===== src/rtl/divu_hilo_unit_if.sv =====
// Purpose: bundles the DIVU issue, HI/LO result and hazard-stall signals of divu_hilo_unit.
// Latency: none; this is wiring only.
// Backpressure: none here; the stall output asks ID to hold MFHI/MFLO while a divide is in flight.
interface divu_hilo_unit_if #(
    parameter int WIDTH = 32
);
    logic             start;
    logic [WIDTH-1:0] dividend;
    logic [WIDTH-1:0] divisor;
    logic             rd_hilo;
    logic             busy;
    logic             done;
    logic [WIDTH-1:0] hi;
    logic [WIDTH-1:0] lo;
    logic             div_by_zero;
    logic             stall;

    // Pipeline side: issues divides and reads HI/LO.
    modport master (
        output start, dividend, divisor, rd_hilo,
        input  busy, done, hi, lo, div_by_zero, stall
    );

    // Divider side.
    modport slave (
        input  start, dividend, divisor, rd_hilo,
        output busy, done, hi, lo, div_by_zero, stall
    );
endinterface


===== src/rtl/divu_hilo_unit.sv =====
// Purpose: restoring unsigned divider that writes the remainder to HI and the quotient to LO.
// Latency: WIDTH clocks from the start edge to the done pulse; 1 clock when the divisor is 0.
// Backpressure: a start during RUN/DZERO is dropped; stall holds MFHI/MFLO in ID while busy or starting.
module divu_hilo_unit #(
    parameter int WIDTH = 32,
    parameter int CNT_W = 6
) (
    input  logic            clk,
    input  logic            rst,
    divu_hilo_unit_if.slave bus
);

    typedef enum logic [1:0] {
        IDLE  = 2'd0,
        RUN   = 2'd1,
        DZERO = 2'd2,
        DONE  = 2'd3
    } state_t;

    state_t           state;
    state_t           state_nxt;

    logic [CNT_W-1:0] cnt;
    logic [WIDTH-1:0] rem;
    logic [WIDTH-1:0] quo;      // holds the latched dividend until bits shift out
    logic [WIDTH-1:0] dvs;
    logic [WIDTH-1:0] hi_q;
    logic [WIDTH-1:0] lo_q;
    logic             dbz_q;

    logic [WIDTH:0]   trial;
    logic [WIDTH-1:0] rem_step;
    logic [WIDTH-1:0] quo_step;
    logic             accept;
    logic             last_step;
    logic             busy_w;
    logic             done_w;

    // A new divide is only taken when the unit is not already working on one.
    assign accept    = bus.start && ((state == IDLE) || (state == DONE));
    assign last_step = (state == RUN) && (cnt == CNT_W'(1));

    // One restoring step. The partial remainder is always below the divisor, so
    // the shifted remainder minus the divisor fits in WIDTH+1 bits with the MSB
    // acting as the sign, even when the divisor has its top bit set.
    always_comb begin
        trial = {rem, quo[WIDTH-1]} - {1'b0, dvs};
        if (!trial[WIDTH]) begin
            rem_step = trial[WIDTH-1:0];
            quo_step = {quo[WIDTH-2:0], 1'b1};
        end else begin
            rem_step = {rem[WIDTH-2:0], quo[WIDTH-1]};
            quo_step = {quo[WIDTH-2:0], 1'b0};
        end
    end

    // State register.
    always_ff @(posedge clk or negedge rst) begin
        if (!rst) begin
            state <= IDLE;
        end else begin
            state <= state_nxt;
        end
    end

    // Next-state logic.
    always_comb begin
        state_nxt = state;
        case (state)
            IDLE: begin
                if (bus.start) begin
                    state_nxt = (bus.divisor != '0) ? RUN : DZERO;
                end
            end
            RUN: begin
                if (last_step) begin
                    state_nxt = DONE;
                end
            end
            DZERO: begin
                state_nxt = DONE;
            end
            DONE: begin
                if (bus.start) begin
                    state_nxt = (bus.divisor != '0) ? RUN : DZERO;
                end else begin
                    state_nxt = IDLE;
                end
            end
            default: begin
                state_nxt = IDLE;
            end
        endcase
    end

    // Status outputs decoded from the state; stall also covers the issue cycle.
    always_comb begin
        busy_w    = (state == RUN);
        done_w    = (state == DONE);
        bus.stall = bus.rd_hilo && (busy_w || bus.start);
    end

    assign bus.busy        = busy_w;
    assign bus.done        = done_w;
    assign bus.hi          = hi_q;
    assign bus.lo          = lo_q;
    assign bus.div_by_zero = dbz_q;

    // Operand latch, iteration datapath and HI/LO update on completion.
    always_ff @(posedge clk or negedge rst) begin
        if (!rst) begin
            cnt   <= '0;
            rem   <= '0;
            quo   <= '0;
            dvs   <= '0;
            hi_q  <= '0;
            lo_q  <= '0;
            dbz_q <= 1'b0;
        end else begin
            if (accept) begin
                quo <= bus.dividend;
                dvs <= bus.divisor;
                rem <= '0;
                cnt <= CNT_W'(WIDTH);
            end else if (state == RUN) begin
                rem <= rem_step;
                quo <= quo_step;
                cnt <= cnt - CNT_W'(1);
                if (last_step) begin
                    hi_q  <= rem_step;
                    lo_q  <= quo_step;
                    dbz_q <= 1'b0;
                end
            end else if (state == DZERO) begin
                hi_q  <= quo;
                lo_q  <= '1;
                dbz_q <= 1'b1;
            end
        end
    end

endmodule

===== src/flat_wrapper.sv =====
// flat-port wrapper written by rule: the top's interface ports become plain ports
module divu_hilo_unit_flat 
#(
    parameter int WIDTH = 32,
    parameter int CNT_W = 6
)
  (clk, rst, bus_start, bus_dividend, bus_divisor, bus_rd_hilo, bus_busy, bus_done, bus_hi, bus_lo, bus_div_by_zero, bus_stall);
  divu_hilo_unit_if #(.WIDTH(WIDTH)) bus_i ();
  input  logic clk;
  input  logic rst;
  input wire logic [$bits(bus_i.start)-1:0] bus_start;
  input wire logic [$bits(bus_i.dividend)-1:0] bus_dividend;
  input wire logic [$bits(bus_i.divisor)-1:0] bus_divisor;
  input wire logic [$bits(bus_i.rd_hilo)-1:0] bus_rd_hilo;
  output wire logic [$bits(bus_i.busy)-1:0] bus_busy;
  output wire logic [$bits(bus_i.done)-1:0] bus_done;
  output wire logic [$bits(bus_i.hi)-1:0] bus_hi;
  output wire logic [$bits(bus_i.lo)-1:0] bus_lo;
  output wire logic [$bits(bus_i.div_by_zero)-1:0] bus_div_by_zero;
  output wire logic [$bits(bus_i.stall)-1:0] bus_stall;
  assign bus_i.start = bus_start;
  assign bus_i.dividend = bus_dividend;
  assign bus_i.divisor = bus_divisor;
  assign bus_i.rd_hilo = bus_rd_hilo;
  assign bus_busy = bus_i.busy;
  assign bus_done = bus_i.done;
  assign bus_hi = bus_i.hi;
  assign bus_lo = bus_i.lo;
  assign bus_div_by_zero = bus_i.div_by_zero;
  assign bus_stall = bus_i.stall;
  divu_hilo_unit #(.WIDTH(WIDTH), .CNT_W(CNT_W)) u_core (.clk(clk), .rst(rst), .bus(bus_i));
endmodule

===== config.mk =====
export PLATFORM = sky130hd
export DESIGN_NAME = divu_hilo_unit_flat
export DESIGN_NICKNAME = d
export VERILOG_FILES = /design/src/rtl/divu_hilo_unit_if.sv /design/src/rtl/divu_hilo_unit.sv /design/src/flat_wrapper.sv
export SDC_FILE = /design/constraint.sdc
export NUM_CORES = 1
export LEC_CHECK = 0
export ABC_AREA = 1
export CORE_MARGIN = 2
export CORE_UTILIZATION = 35
export CTS_CLUSTER_DIAMETER = 80
export DETAILED_ROUTE_END_ITERATION = 6
export SYNTH_ARGS = -nofsm -noshare
export SYNTH_HDL_FRONTEND = slang
export SYNTH_SLANG_ARGS = --single-unit

===== constraint.sdc =====
create_clock -name clk -period 5.84 [get_ports clk]
set_input_delay 1.46 -clock clk [delete_from_list [all_inputs] [get_ports clk]]
set_output_delay 1.46 -clock clk [all_outputs]
set_load 0.02 [all_outputs]

---- Word level (Yosys, flattened, before mapping) ----
Cells that the tools add are included.
word-level totals
  RAM bits ................................ 0
  ROM bits ................................ 0
  memories ................................ 0
  input port bits ......................... 68
  latch bits .............................. 0
  register bits after elaboration ......... 169
  output and inout bits ................... 68
  word-level logic and storage cells ...... 50
operators by class
  bitwise logic cells ..................... 1
  multiplexer cells ....................... 22
  add/subtract/negate cells ............... 2
  div/mod/pow operators ................... 0
  reductions and logical operators ........ 11
  shift-type cells ........................ 0
  $mul .................................... 0
  $lt $le $gt $ge ......................... 0
  equality and inequality tests ........... 6
operator list
  cell                 count
  $mux 32              11
  $sub 33x32->33       1
  $reduce_bool 32->1   1
  $mux 6               2
  $mux 2               4
  $pmux 2 s4           1
  $eq 6x1->1 const B   1
  $sub 6x1->6 const B  1
  $eq 2x2->1 const B   2
  $mux 1               4
  $reduce_bool 2->1    2
  $logic_and 1x1->1    3
  $reduce_and 3->1     1
  $eq 2x1->1 const B   1
  $logic_not 2->1      1
  $logic_or 1x1->1     2
  $ne 2x1->1 const B   1
  $ne 2x2->1 const B   1
  $reduce_and 2->1     1
  $not 1->1            1

---- Depth between registers and ports, before layout ----
Gate-level depths: netlist of run 1.
  depth after elaboration ................. 5
  gate-level depth with buffers ........... 20
  depth with buffers taken out ............ 18

---- Worst setup path after synthesis of run 1 ----
Ideal clock, no wire load.
  kind .................................... reg-to-output
  from .................................... register u_core.state[1]
  to ...................................... output bus_stall
  slack ................................... 2.630 ns
  path buffers ............................ 3
  data required time ...................... 4.380 ns
  cell stages (with the launch flop) ...... 7
  arrival time ............................ 1.750 ns
  cells stage by stage .................... dfrtp_1 inv_1 ha_1 clkbuf_1 clkbuf_1 buf_2 o21a_1
on the way
  word-level cells in the longest chain between the ends .. 3
RTL lines
  item                    RTL line               source
  start, declared         divu_hilo_unit.sv:20   state_t state;
  start signal, assigned  divu_hilo_unit.sv:62   state <= state_nxt;
  $eq 2x1->1              divu_hilo_unit.sv:98   busy_w = (state == RUN);
  net bus_busy            flat_wrapper.sv:15     output wire logic [$bits(bus_i.busy)-1:0] bus_busy;
  $logic_or 1x1->1        divu_hilo_unit.sv:100  bus.stall = bus.rd_hilo && (busy_w || bus.start);
  $logic_and 1x1->1       divu_hilo_unit.sv:100
  end, declared           flat_wrapper.sv:20     output wire logic [$bits(bus_i.stall)-1:0] bus_stall;
The timed path passes the listed nets, and every way through them passes these cells.

---- Worst setup path after layout of run 1 ----
  from .................................... input bus_start
  to ...................................... output bus_stall
on the way
  word-level cells in the longest chain between the ends .. 2
RTL lines
  item               RTL line               source
  start, declared    flat_wrapper.sv:11     input wire logic [$bits(bus_i.start)-1:0] bus_start;
  $logic_or 1x1->1   divu_hilo_unit.sv:100
  $logic_and 1x1->1  divu_hilo_unit.sv:100
No other way between the ends.

==> run_results.csv, run 1 <==
group,metric,value,unit
floorplanning,die_w,173,µm
clock_tree,cts.repair.resized,0,
critical_path,critPathCaptureType,"output port",
finish,antenna_cells,0,
synth,yosysWarnings,0,
synth,synth_top_area_share,42.1,%
global_routing,first_global_vias,8996,
global_routing,grt_pass1_wl,46500,µm
global_routing,grtUsageMet1,25.8,%
critical_path,critical_path.max_fanout,3,
critical_path,crit_required,4.38,ns
power,power.leakage,6.27,nW
clock_tree,clkSlewWorstSetupHoldPaths,0.07,ns
critical_path,critPathKind,"input pin to output port",
global_routing,grt_usage,19.1,%
global_routing,use_met2,31.8,%
synth,ys_types,34,
global_routing,top_usage_layer,"met2",
clock_tree,cts_setup_buffers,0,
critical_path,startpoint_type,"input pin",
detailed_routing,vias,9249,
floorplanning,rows,61,
synth,ys_seq_elements,169,
clock_tree,clk_path_buf_depth,2,
synth,synth_area_leaders,"dfrtp_1 42%, nand2_1 18%, inv_1 9.3%",
clock_tree,cts_max_level,4,
finish,n_fill_cell,2929,
run_status,status,"complete, no violations",
clock_tree,cts_tree,"yes",
finish,final_cell_mix,"470 x nand2_1, 247 x inv_1, 169 x dfrtp_1",
global_routing,use_met3,3.57,%
floorplanning,die_h,173,µm
critical_path,crit_arrival,2.70,ns
clock_tree,cts_hold_buf,0,
synth,ys_async_sr_fraction,100,%
sta,period_minus_slack,4.16,ns
sta,finalSetupViolations,0,
synth,synth.avg_cell_area,6.93,µm²
sta,finClkSkew,0.0135,ns
detailed_routing,drtPass1Iterations,5,
clock_tree,clk_latency,0.43,ns
floorplanning,die_area,0.0300,mm²
synth,syn_area,0.0100,mm²
sta,max_freq,0.241,GHz
synth,synthesis.nets,1556,
power,ir_worst_vdd,421,µV
synth,yosysTopAreaCell,"dfrtp_1",
power,power.density,597,mW/mm²
sta,relSlewSlack,24.5,%
finish,finalNetCount,1668,
placement,post-place-ws,1.69,ns
finish,final_common_cell,"nand2_1",
detailed_routing,wl_per_cell,14.6,µm
global_routing,grt_max_degree,170,
detailed_routing,drc_errors,0,
detailed_routing,wirelength,28500,µm
synth,synth_edf_count,0,
placement,dp_cells,1920,
finish,drive_above_1_share,3.49,%
clock_tree,cts_sinks,169,
detailed_routing,viasPerCell,4.74,
finish,syn_to_final_growth,22.7,%
sta,post-route-period-util,71.2,%
detailed_routing,drt_iter0_markers,643,
sta,hold_violations,0,
clock_tree,root_buffer,"clkbuf_16",
placement,hpwlAfterDp,21400,µm
global_routing,grt_antenna_before_repair,0,
sta,finalWorstSetupSlack,1.68,ns
sta,fin_setup_tns,0,ns
synth,synth-seq-area-share,42.1,%
hold_path,hp-class,"flop to flop",
clock_tree,numCtsBuffers,17,
sta,tightest_slew,1.13,ns
floorplanning,core_area,0.0280,mm²
global_routing,overflow,0,
synth,synth_cells,1449,
sta,rsz0062_at_grt,"false",
sta,drv_slew,0,
placement,place_congestion,0.903,
floorplanning,ioPinCount,136,
placement,io_buffers,135,
finish,final_cells,1952,
synth,synth_flop_cell,"dfrtp_1",
detailed_routing,drtAntennaViolNets,0,
floorplanning,initial_core_util,35.8,%
run,maxCapViolations,0,
==> sequential cells by signal, summed over array words and instances (netlist names) <==
register                cells
u_core.bus.lo              32
u_core.rem                 32
u_core.bus.div_by_zero      1
u_core.cnt                  6
u_core.quo                 32
u_core.dvs                 32
u_core.state                2
u_core.bus.hi              32
==> critical path, stage by stage <==
cell             delay, ns
clkdlybuf4s50_1       0.51
o21a_1                0.13
clkdlybuf4s50_1       0.59
==> kinds of logic (layout without fill, tap and decap cells) <==
kind of cell,after synthesis,in the layout,synth area share [%]
XOR/XNOR,15,15,1.31
buffers and inverters,298,423,11.6
AND/OR/NAND/NOR,714,714,28.5
adder cells (fa/ha/maj),39,39,4.94
AO/OA/AOI/OAI,214,214,11.5
flip-flops,169,169,42.1
==> routing by layer <==
| metal | part of all wire, % | vias up |
|---|---|---|
| li1 | - | 4725 |
| met1 | 47 | 4256 |
| met2 | 47 | 236 |
| met3 | 5.1 | 32 |
| met4 | 1.6 | 0 |
| met5 | 0 | - |
==> through the flow <==
step	utilization [%]	total power [W]	hold WS (ns)	cell area (µm²)
after floorplan	-	0.00485	0.448	10000
after global placement	41.8	0.00615	0.472	11700
after detailed placement	41.8	0.00621	0.479	11700
after CTS	44.0	0.00742	0.492	12300
after global routing	44.0	0.00804	0.510	12300
final	44.0	0.00735	0.489	12300
==> synth_stat cells (all sizes together) (12+ instances only) <==
cell type and instances:
buf 20, xor2 13, clkbuf 29, o21ai 64, dfrtp 169, nand3 61
nor2 148, inv 248, a22oi 12, nand2 476, ha 38, a21oi 122
==> where the power goes <==
part           total [W]  switching, W  leakage, nW  internal, W
Sequential       0.00194      0.000279         2.04      0.00167
Combinational    0.00422       0.00280         3.93      0.00142
Clock            0.00119      0.000533        0.294     0.000653
Total            0.00735       0.00361         6.27      0.00374
==> final timing paths <==
kind | from | slack, ns | cells past startpoint | to
hold / removal | u_core.dvs[0] | 0.49 | 2 | u_core.dvs[0]
setup reg to reg | u_core.state[1] | 2.52 | 10 | u_core.bus.lo[0]
min in group asynchronous | rst | 1.10 | 2 | u_core.dvs[25]
setup / recovery | bus_start | 1.68 | 3 | bus_stall
max in group asynchronous | rst | 3.93 | 2 | u_core.bus.lo[15]
hold reg to reg | u_core.dvs[0] | 0.49 | 2 | u_core.dvs[0]
==> cell type report <==
type | instances | area (µm²) | area share, %
Clock buffer | 18 | 429 | 3.48
Sequential cell | 169 | 4230 | 34.3
Timing Repair Buffer | 142 | 1420 | 11.5
Multi-Input combinational cell | 982 | 4650 | 37.8
Clock inverter | 14 | 183 | 1.48
Tap cell | 378 | 473 | 3.84
Inverter | 249 | 935 | 7.59
Note: power is estimated with default switching activity, not from simulation.
==> run 2, diff against run 1 <==
Clock period 5.84 ns to 3.9 ns, I/O delays scaled along.
==> run_results.csv, run 2 (same netlist as run 1, synthesis figures left out) <==
group,metric,value,unit
finish,final_common_cell,"nand2_1",
finish,finalNetCount,1675,
finish,final_cell_mix,"470 x nand2_1, 247 x inv_1, 169 x dfrtp_1",
sta,rsz0062_at_grt,"false",
critical_path,critical_path.max_fanout,3,
sta,hold_violations,0,
critical_path,reg2reg_depth,16,
sta,post-route-period-util,81.2,%
sta,drv_slew,0,
clock_tree,root_buffer,"clkbuf_16",
floorplanning,die_h,173,µm
clock_tree,cts_tree,"yes",
global_routing,overflow,0,
sta,fin_setup_tns,0,ns
sta,finClkSkew,0.0196,ns
sta,holdWs,0.493,ns
global_routing,first_global_vias,9052,
finish,drive_above_1_share,3.98,%
placement,post-place-ws,0.736,ns
clock_tree,cts_setup_buffers,0,
clock_tree,clk_path_buf_depth,2,
critical_path,timing.rr.start,"u_core.quo[31]",
sta,tightest_slew,0.830,ns
finish,multi_input_area,0.00465,mm²
clock_tree,cts_hold_buf,0,
floorplanning,die_area,0.0300,mm²
critical_path,rrSetupSlack,0.88,ns
detailed_routing,wirelength,28700,µm
hold_path,hp-class,"flop to flop",
critical_path,crit_required,2.92,ns
clock_tree,cts_max_level,4,
hold_path,hold_end,"u_core.dvs[0]",
global_routing,grt_pass1_wl,47300,µm
detailed_routing,drtPass1Iterations,5,
detailed_routing,wl_per_cell,14.6,µm
hold_path,holdPathStages,2,
floorplanning,die_w,173,µm
detailed_routing,vias,9276,
floorplanning,ioPinCount,136,
floorplanning,core_area,0.0280,mm²
detailed_routing,drt_iter0_markers,818,
critical_path,startpoint_type,"input pin",
critical_path,timing.rr.end,"u_core.bus.hi[2]",
detailed_routing,drc_errors,0,
power,power.density,890,mW/mm²
floorplanning,initial_core_util,35.8,%
global_routing,grt_usage,19.5,%
power,power.leakage,6.31,nW
clock_tree,cts.repair.resized,0,
finish,syn_to_final_growth,23.2,%
detailed_routing,drtAntennaViolNets,0,
placement,io_buffers,135,
placement,hpwlAfterDp,21800,µm
placement,place_congestion,0.901,
sta,period_minus_slack,3.17,ns
clock_tree,clkSlewWorstSetupHoldPaths,0.06,ns
critical_path,critPathKind,"input pin to output port",
detailed_routing,viasPerCell,4.74,
sta,relSlewSlack,44.7,%
power,ir_worst_vdd,695,µV
sta,max_freq,0.316,GHz
global_routing,grt_max_degree,84,
hold_path,worstHoldStart,"u_core.dvs[0]",
run_status,status,"complete, no violations",
finish,antenna_cells,0,
floorplanning,rows,61,
finish,n_fill_cell,2884,
clock_tree,cts_sinks,169,
clock_tree,numCtsBuffers,17,
run,maxCapViolations,0,
global_routing,grt_antenna_before_repair,0,
sta,finalSetupViolations,0,
sta,finalWorstSetupSlack,0.733,ns
clock_tree,clk_latency,0.43,ns
finish,regArea,0.00423,mm²
critical_path,crit_arrival,2.19,ns
critical_path,critPathCaptureType,"output port",
run 2: cell types whose count changed in the layout (fill, tap and decap cells not counted), sizes merged:
cell | before | now
clkinvlp | 2 | 1
buf | 8 | 15
clkbuf | 18 | 20
bufinv | 2 | 1
clkinv | 4 | 7
inv | 255 | 252
run 2: how the worst max path moves through the flow:
stage / end / start / cells past startpoint
finish: bus_stall / bus_start / 3
global route: u_core.rem[31] / u_core.quo[31] / 18
CTS: bus_stall / bus_start / 3
detailed placement: bus_stall / bus_start / 3
global placement: bus_stall / bus_start / 3
floorplan: bus_stall / u_core.state[1] / 6
run 2: metal layers:
| metal | global-route usage [%] | vias to the layer above | part of all wire [%] |
|---|---|---|---|
| met3 | 3.68 | 23 | 4.4 |
| met5 | 0 | - | 0 |
| li1 | - | 4729 | - |
| met4 | 4.06 | 0 | 1.3 |
| met2 | 32.4 | 224 | 47 |
| met1 | 26.5 | 4300 | 47 |
run 2: stage by stage:
stage	area, µm²	utilization [%]	power (W)	cells
after global placement	11800	42.1	0.00931	1927
after CTS	12400	44.1	0.0111	1959
after floorplan	10000	-	0.00726	1449
final	12400	44.1	0.0110	1959
after global routing	12400	44.1	0.0121	1959
after detailed placement	11800	42.1	0.00938	1927
run 2: critical path, stage by stage:
cell and delay (ns):
clkdlybuf4s50_1 0.50, o21a_1 0.13, clkdlybuf4s50_1 0.59
run 2: power breakdown:
part,leakage (nW),internal (W),switching [W]
combinational,3.98,0.00220,0.00422
sequential,2.04,0.00250,0.000423
clock,0.288,0.000938,0.000725
total,6.31,0.00564,0.00537
run 2: cell type report:
| type | instances | share of cell area, % |
|---|---|---|
| Clock buffer | 20 | 3.77 |
| Multi-Input combinational cell | 982 | 37.6 |
| Timing Repair Buffer | 149 | 12.1 |
| Clock inverter | 12 | 0.921 |
| Tap cell | 378 | 3.83 |
| Sequential cell | 169 | 34.2 |
| Inverter | 249 | 7.56 |
==> run 3, diff against run 2 <==
Clock period 3.9 ns to 3.04 ns, I/O delays scaled along.
==> run_results.csv, run 3 (same netlist as run 1, synthesis figures left out) <==
group,metric,value,unit
detailed_routing,vias,9357,
floorplanning,die_h,173,µm
sta,relSlewSlack,48.9,%
clock_tree,cts_setup_buffers,0,
global_routing,use_met3,2.85,%
clock_tree,clk_path_buf_depth,2,
critical_path,worstSetupStartpoint,"bus_start",
floorplanning,die_w,173,µm
detailed_routing,wirelength,29000,µm
sta,post-route-period-util,90.6,%
detailed_routing,drtAntennaViolNets,0,
finish,finalNetCount,1678,
sta,max_freq,0.363,GHz
critical_path,crit_arrival,1.99,ns
sta,rsz0062_at_grt,"false",
floorplanning,core_area,0.0280,mm²
critical_path,startpoint_type,"input pin",
floorplanning,rows,61,
critical_path,critical_path.max_fanout,3,
clock_tree,clk_latency,0.43,ns
placement,place_congestion,0.931,
power,power.density,1150,mW/mm²
sta,finalSetupViolations,0,
global_routing,grt_usage,19.4,%
placement,post-place-ws,0.253,ns
clock_tree,root_buffer,"clkbuf_16",
finish,final_cell_mix,"470 x nand2_1, 247 x inv_1, 169 x dfrtp_1",
power,power.leakage,6.33,nW
global_routing,overflow,0,
finish,syn_to_final_growth,24.1,%
finish,post-route-util,44.5,%
finish,drive_above_1_share,4.17,%
detailed_routing,drc_errors,0,
floorplanning,die_area,0.0300,mm²
hold_path,hp-class,"input pin to async pin",
run_status,status,"complete, no violations",
critical_path,timing.rr.start,"u_core.quo[31]",
power,ir_worst_vdd,863,µV
clock_tree,cts_sinks,169,
detailed_routing,drtPass1Iterations,7,
finish,final_common_cell,"nand2_1",
floorplanning,ioPinCount,136,
finish,final_cells,1962,
clock_tree,clkSlewWorstSetupHoldPaths,0.08,ns
floorplanning,initial_core_util,35.8,%
global_routing,first_global_vias,9187,
sta,finalWorstSetupSlack,0.286,ns
sta,hold_violations,0,
sta,period_minus_slack,2.75,ns
clock_tree,cts_tree,"yes",
global_routing,grt_antenna_before_repair,0,
global_routing,grt_pass1_wl,47300,µm
global_routing,grtUsageMet1,26.0,%
placement,hpwlAfterDp,22200,µm
run,maxCapViolations,0,
sta,tightest_slew,0.764,ns
clock_tree,cts_hold_buf,0,
global_routing,grt_max_degree,77,
critical_path,critPathCaptureType,"output port",
clock_tree,numCtsBuffers,17,
placement,io_buffers,135,
detailed_routing,drt_iter0_markers,692,
clock_tree,cts_max_level,4,
placement,dp_cells,1930,
sta,finClkSkew,0.0130,ns
critical_path,reg2reg_depth,19,
critical_path,crit_required,2.28,ns
detailed_routing,wl_per_cell,14.8,µm
sta,drv_slew,0,
critical_path,critPathKind,"input pin to output port",
clock_tree,cts.repair.resized,0,
global_routing,top_usage_layer,"met2",
sta,fin_setup_tns,0,ns
finish,antenna_cells,0,
global_routing,use_met2,33.1,%
detailed_routing,viasPerCell,4.77,
run 3: cell types whose count changed in the layout (fill, tap and decap cells not counted):
cell / before / now
buf_12: 3 / 7
buf_4: 11 / 10
clkbuf_8: 3 / 1
clkinv_2: 3 / 1
clkinv_4: 3 / 0
clkinv_8: 0 / 2
clkinvlp_4: 1 / 3
inv_8: 0 / 3
nand2_2: 6 / 5
nand2_4: 0 / 1
run 3: per-layer routing:
layer  routed length [µm]  vias up  part of all wire [%]
met2                13700      245                    47
met5                    0        -                     0
met1                13500     4338                    46
met4                  511        0                   1.8
met3                 1400       34                   4.8
li1                     -     4740                     -
run 3: worst paths after layout:
path                               endpoint  slack [ns]
max                               bus_stall        0.29
min                          u_core.dvs[25]        0.29
max reg2reg                u_core.bus.hi[2]        0.37
min reg2reg                   u_core.dvs[0]        0.48
max in group asynchronous     u_core.rem[7]        2.02
min in group clk              u_core.dvs[0]        0.48
run 3: area by class of cell:
class | instances | area, µm²
repair buffers | 152 | 1570
multi-input cells | 982 | 4660
fillers | 2897 | 15600
inverters | 249 | 935
clock inverters | 14 | 159
well taps | 378 | 473
flip-flops and latches | 169 | 4230
clock buffers | 18 | 439
run 3: power breakdown:
part / switching [W] / internal (W) / leakage [nW]
Clock: 0.00101 / 0.00119 / 0.285
Combinational: 0.00546 / 0.00289 / 4.01
Sequential: 0.000551 / 0.00320 / 2.04
run 3: critical path, cell delays in order:
cell,delay (ns)
clkdlybuf4s50_1,0.50
o21a_1,0.13
clkdlybuf4s50_1,0.60
run 3: metrics by stage:
| stage | instance area [µm²] | hold slack (ns) | power (W) |
|---|---|---|---|
| final | 12500 | 0.290 | 0.0143 |
| after global routing | 12500 | 0.332 | 0.0156 |
| after global placement | 11900 | 0.465 | 0.0121 |
| after CTS | 12500 | 0.315 | 0.0144 |
| after detailed placement | 11900 | 0.466 | 0.0121 |
| after floorplan | 10000 | 0.448 | 0.00932 |
